<file path="src/rtl/hilo_div_ctrl.sv">
// hilo_div_ctrl
//   EX-stage sequencer for the multi-cycle DIV/DIVU divider and owner of the
//   architectural HI/LO register pair.
//   - IDLE: accepts single-cycle ALU HI/LO writes (MULT/MTHI/MTLO) or launches
//     a divide (operands and signedness latched, div_start pulsed next cycle).
//   - BUSY: stalls IF..EX until div_done, a flush, or the watchdog limit.
//   - WB:   releases the stall for one cycle so the DIV retires; HI/LO already
//     hold the quotient/remainder.
//   Optional feature macro: DIV_ZERO_BYPASS_EN
//     When defined, a divide by zero never reaches the divider; HI takes the
//     dividend and LO takes all-ones directly from IDLE.
//   All outputs are registered except stall_req.

module hilo_div_ctrl #(
  parameter int unsigned DATA_W         = 32,
  parameter int unsigned MAX_DIV_CYCLES = 40
) (
  input  logic              clk,
  input  logic              resetn,
  input  logic              ex_div_req,
  input  logic              ex_div_signed,
  input  logic [DATA_W-1:0] ex_src_a,
  input  logic [DATA_W-1:0] ex_src_b,
  input  logic [1:0]        ex_hilo_we,
  input  logic [DATA_W-1:0] ex_alu_hi,
  input  logic [DATA_W-1:0] ex_alu_lo,
  input  logic              flush,
  output logic              div_start,
  output logic              div_signed,
  output logic [DATA_W-1:0] div_op_a,
  output logic [DATA_W-1:0] div_op_b,
  output logic              div_cancel,
  input  logic              div_done,
  input  logic [DATA_W-1:0] div_hi,
  input  logic [DATA_W-1:0] div_lo,
  output logic              stall_req,
  output logic [DATA_W-1:0] hi_out,
  output logic [DATA_W-1:0] lo_out,
  output logic              div_timeout
);

  localparam int unsigned CNT_W = $clog2(MAX_DIV_CYCLES + 1);
  localparam logic [CNT_W-1:0] CNT_LIMIT = CNT_W'(MAX_DIV_CYCLES);
  localparam logic [CNT_W-1:0] CNT_SAT   = '1;

`ifdef DIV_ZERO_BYPASS_EN
  localparam bit ZERO_BYPASS = 1'b1;
`else
  localparam bit ZERO_BYPASS = 1'b0;
`endif

  typedef enum logic [1:0] {
    IDLE = 2'd0,
    BUSY = 2'd1,
    WB   = 2'd2
  } state_e;

  state_e            state_q,   state_d;
  logic [DATA_W-1:0] hi_q,      hi_d;
  logic [DATA_W-1:0] lo_q,      lo_d;
  logic [DATA_W-1:0] op_a_q,    op_a_d;
  logic [DATA_W-1:0] op_b_q,    op_b_d;
  logic              signed_q,  signed_d;
  logic              start_q,   start_d;
  logic              cancel_q,  cancel_d;
  logic              timeout_q, timeout_d;
  logic [CNT_W-1:0]  cnt_q,     cnt_d;
  logic [CNT_W-1:0]  cnt_inc;

  // Saturating increment of the BUSY-cycle counter.
  always_comb begin
    cnt_inc = cnt_q;
    if (cnt_q != CNT_SAT) begin
      cnt_inc = cnt_q + 1'b1;
    end
  end

  // Next-state, HI/LO commit, launch/cancel pulses and the stall request.
  always_comb begin
    state_d   = state_q;
    hi_d      = hi_q;
    lo_d      = lo_q;
    op_a_d    = op_a_q;
    op_b_d    = op_b_q;
    signed_d  = signed_q;
    start_d   = 1'b0;
    cancel_d  = 1'b0;
    timeout_d = timeout_q;
    cnt_d     = cnt_q;
    stall_req = 1'b0;

    unique case (state_q)
      IDLE: begin
        if (ex_div_req && !flush) begin
          // Stall already in the request cycle.
          stall_req = 1'b1;
          if (ZERO_BYPASS && (ex_src_b == '0)) begin
            state_d = WB;
            hi_d    = ex_src_a;
            lo_d    = '1;
          end else begin
            state_d  = BUSY;
            op_a_d   = ex_src_a;
            op_b_d   = ex_src_b;
            signed_d = ex_div_signed;
            start_d  = 1'b1;
            cnt_d    = '0;
          end
        end else if (!flush && !ex_div_req) begin
          if (ex_hilo_we[1]) hi_d = ex_alu_hi;
          if (ex_hilo_we[0]) lo_d = ex_alu_lo;
        end
      end

      BUSY: begin
        // Priority: flush, then divider result, then watchdog.
        if (flush) begin
          cancel_d = 1'b1;
          state_d  = IDLE;
        end else begin
          stall_req = 1'b1;
          cnt_d     = cnt_inc;
          if (div_done) begin
            state_d = WB;
            hi_d    = div_hi;
            lo_d    = div_lo;
          end else if (cnt_inc == CNT_LIMIT) begin
            timeout_d = 1'b1;
            cancel_d  = 1'b1;
            state_d   = IDLE;
          end
        end
      end

      WB: begin
        // ex_div_req still refers to the retiring DIV here.
        state_d = IDLE;
      end

      default: begin
        state_d = IDLE;
      end
    endcase
  end

  // State and output registers with asynchronous active-low reset.
  always_ff @(posedge clk or negedge resetn) begin
    if (!resetn) begin
      state_q   <= IDLE;
      hi_q      <= '0;
      lo_q      <= '0;
      op_a_q    <= '0;
      op_b_q    <= '0;
      signed_q  <= 1'b0;
      start_q   <= 1'b0;
      cancel_q  <= 1'b0;
      timeout_q <= 1'b0;
      cnt_q     <= '0;
    end else begin
      state_q   <= state_d;
      hi_q      <= hi_d;
      lo_q      <= lo_d;
      op_a_q    <= op_a_d;
      op_b_q    <= op_b_d;
      signed_q  <= signed_d;
      start_q   <= start_d;
      cancel_q  <= cancel_d;
      timeout_q <= timeout_d;
      cnt_q     <= cnt_d;
    end
  end

  assign div_start   = start_q;
  assign div_signed  = signed_q;
  assign div_op_a    = op_a_q;
  assign div_op_b    = op_b_q;
  assign div_cancel  = cancel_q;
  assign hi_out      = hi_q;
  assign lo_out      = lo_q;
  assign div_timeout = timeout_q;

endmodule

</file>
<file path="config.mk">
export PLATFORM = sky130hd
export DESIGN_NAME = hilo_div_ctrl
export DESIGN_NICKNAME = d
export VERILOG_FILES = /design/src/rtl/hilo_div_ctrl.sv
export SDC_FILE = /design/constraint.sdc
export NUM_CORES = 1
export LEC_CHECK = 0
export BUFFER_PORTS_ARGS = -buffer_cell sky130_fd_sc_hd__buf_4
export CAP_MARGIN = 20
export CORE_AREA = 4 4 128 130
export DETAILED_ROUTE_END_ITERATION = 6
export DIE_AREA = 0 0 132 134
export PLACE_DENSITY = 0.78
export SETUP_SLACK_MARGIN = 0.3
export SKIP_CTS_REPAIR_TIMING = 1
export SYNTH_ARGS = -nofsm -noshare
export SYNTH_HDL_FRONTEND = slang
export SYNTH_SLANG_ARGS = --single-unit
</file>
<file path="constraint.sdc">
create_clock -name clk -period 2.08 [get_ports clk]
set_clock_uncertainty 0.1 [all_clocks]
set_input_delay 0 -clock clk [delete_from_list [all_inputs] [get_ports clk]]
set_output_delay 0 -clock clk [all_outputs]
set_load 0.01 [all_outputs]
</file>
==> flow_summary.toml <==
[setup_path]
critPathMaxStageDelay_ns = 0.34
startpoint_type = "flop"
critPathSlowestCell = "dfrtp_1"
worst_ep_required_time_ns = 2.24
cp-end-kind = "flop"
path_cells = "buf_4 -> nor2b_4 -> buf_12 -> buf_12 -> mux2i_1 -> o21ai_0"
crit_path_frequent_cell = "buf_12"
crit_type = "reg2reg"
path_delay_family = "buffers and inverters"
path_buf_inv = 3
cp_max_fo = 25
worstPathArrival_ns = 1.97

[layout]
n_antenna_cell = 0
layout-drive-gt1-share_pct = 34.8
nets = 1349
final_cell_mix = "buf_4 (346), nand2_1 (263), dlygate4sd3_1 (196)"
areaGrowthSynthToFinish_pct = 89.6
final_common_cell = "buf_4"

[floorplanning]
die_w_um = 132
die_area_um2 = 17700
io_pins = 333
initial_core_util_pct = 39.7
row_count = 45
coreArea_um2 = 15100
die_height_um = 134

[run]
maxCapViolCount = 0

[detailed_routing]
drt_wl_total_um = 25300
routedWlPerCell_um = 18.8
num_vias = 6810
dr.pass1.iters = 5
antenna_left = 0
viasPerCell = 5.05
drt_iter0_markers = 311
drc = 0

[power]
max-vdd-ir-drop_mv = 0.556
p_int_mw = 6.65
power.density_nw_per_um2 = 845
power.share.sequential_pct = 38.3
combPwrFrac_pct = 31.2
p_sw_mw = 2.98
power.share.switching_pct = 30.9
p_leak_nw = 5.78
p_clk_share_pct = 30.6

[synth]
synth_cells = 612
async_flop_share_pct = 100
synth_area_leaders = "dfrtp_1 (58%), nand2_1 (16%), mux2i_1 (11%), o21ai_0 (5.4%), buf_6 (1.7%)"
synth.avg_cell_area_um2 = 9.82
yosysTopAreaCell = "dfrtp_1"
syn_area_um2 = 6010
ys_ff_latch = 140
synth_top_area_share_pct = 58.3
synth_edf_count = 0
ys.warnings.count = 0
ys.flop_type = "dfrtp_1"
ys_seq_area_share_pct = 58.3
synthDistinctLibCells = 32
syn-num-nets = 813

[clock_network]
cts_tree = "built"
path_clk_slew_ns = 0.06
cts-buffers-inserted = 17
clkLatencyLatePin_ns = 0.40
cts_max_path_buffers = 2
cts_root_buf = "clkbuf_16"
cts_max_level = 4
cts_sinks = 140

[timing]
fin_ws_ns = 0.268
hold_viol_final = 1
fin_crit_sh_pct = 87.1
slew_viol_final = 0
relSlewSlack_pct = 66.1
max_freq_mhz = 552
setup-violations-final = 0
rsz0062_at_grt = "yes"
fin_setup_tns_ns = 0
fin_crit_ns = 1.81
hold_ws_ns = -0.0124
tightest_slew_ns = 0.509

[place]
hpwl_um = 13800
preCtsSetupSlack_ns = 0.124
port_buffers = 332
gp_congestion = 0.842

[run_status]
status = "finished with violations"
violations = "hold timing"

[global_routing]
grt_pass1_wl_um = 27400
grt_pass1_vias = 5284
grt_max_degree = 65
antenna_found_initial = 0
track_usage_pct = 19.6
gr-total-overflow = 0

[worst_hold_path]
hp-class = "in2reg"
[through the flow]
step / hold slack [ns] / power, mW / cell area [um^2] / std cells / utilization [%]
floorplan: -0.396 / 4.62 / 6010 / 612 / -
global placement: -0.114 / 6.13 / 8780 / 1117 / 58.0
detailed placement: -0.115 / 6.20 / 8780 / 1117 / 58.0
CTS: -0.554 / 9.15 / 9360 / 1149 / 61.8
global route: -0.0232 / 10.1 / 11400 / 1349 / 75.2
finish: -0.0124 / 9.63 / 11400 / 1349 / 75.2
[final cells by class]
class	instances	area, um^2
timing repair buffer	553	4750
fill	869	3750
sequential	140	3510
multi-input combinational	435	2320
clock buffer	19	433
tap	188	235
clock inverter	13	143
inverter	1	5.00
[cell families (layout without fill, tap and decap cells)]
family                   count (synthesis)  after routing  synth area share, %
AO/OA/AOI/OAI                           79             79                 7.27
multiplexers                            67             67                 11.2
adder cells (fa/ha/maj)                  1              1                0.208
AND/OR/NAND/NOR                        288            288                 19.0
buffers and inverters                   37            586                 3.98
flip-flops                             140            140                 58.3
[cells in the mapped netlist, drive strengths merged, types with 3 or more instances]
| cell | n |
|---|---|
| dfrtp | 140 |
| mux2i | 65 |
| nor2b | 4 |
| and3 | 3 |
| nand2 | 264 |
| buf | 20 |
| clkbuf | 16 |
| o21ai | 68 |
| a31oi | 3 |
| nor2 | 6 |
[layer usage]
metal | track usage [%] | up-vias | routed length [um]
met3 | 6.53 | 75 | 2430
met2 | 33.8 | 439 | 12900
met5 | 0 | - | 0
met4 | 6.53 | 0 | 977
met1 | 23.1 | 3215 | 9040
li1 | - | 3081 | -
[worst paths after layout]
check / depth (start not counted) / start / endpoint / slack (ns)
worst max-delay path: 6 / state_q[0] / hi_out[25] / 0.27
worst min-delay path: 3 / ex_div_req / state_q[0] / -0.01
worst max register to register: 6 / state_q[0] / hi_out[25] / 0.27
worst min register to register: 2 / div_op_a[18] / div_op_a[18] / 0.37
max in group asynchronous: 3 / resetn / cnt_q[0] / 1.20
min in group asynchronous: 2 / resetn / div_op_a[13] / 0.02
[tightest hold or removal path, stage by stage]
cell	delay [ns]
buf_4	0.12
or4b_4	0.24
a31oi_2	0.09
[registers in the layout (all words and copies together) (netlist names)]
signal	count
div_cancel	1
div_start	1
div_op_b	32
hi_out	32
div_signed	1
div_timeout	1
div_op_a	32
state_q	2
cnt_q	6
lo_out	32
[power groups by stage]
stage / clock network (mW) / logic (mW) / registers, mW
finish: 2.94 / 3.00 / 3.68
global route: 3.12 / 3.21 / 3.75
CTS: 2.99 / 2.53 / 3.63
detailed placement: 0 / 2.53 / 3.67
global placement: 0 / 2.47 / 3.66
floorplan: 0 / 0.705 / 3.92
No activity file was read; power rests on OpenSTA's default activity.
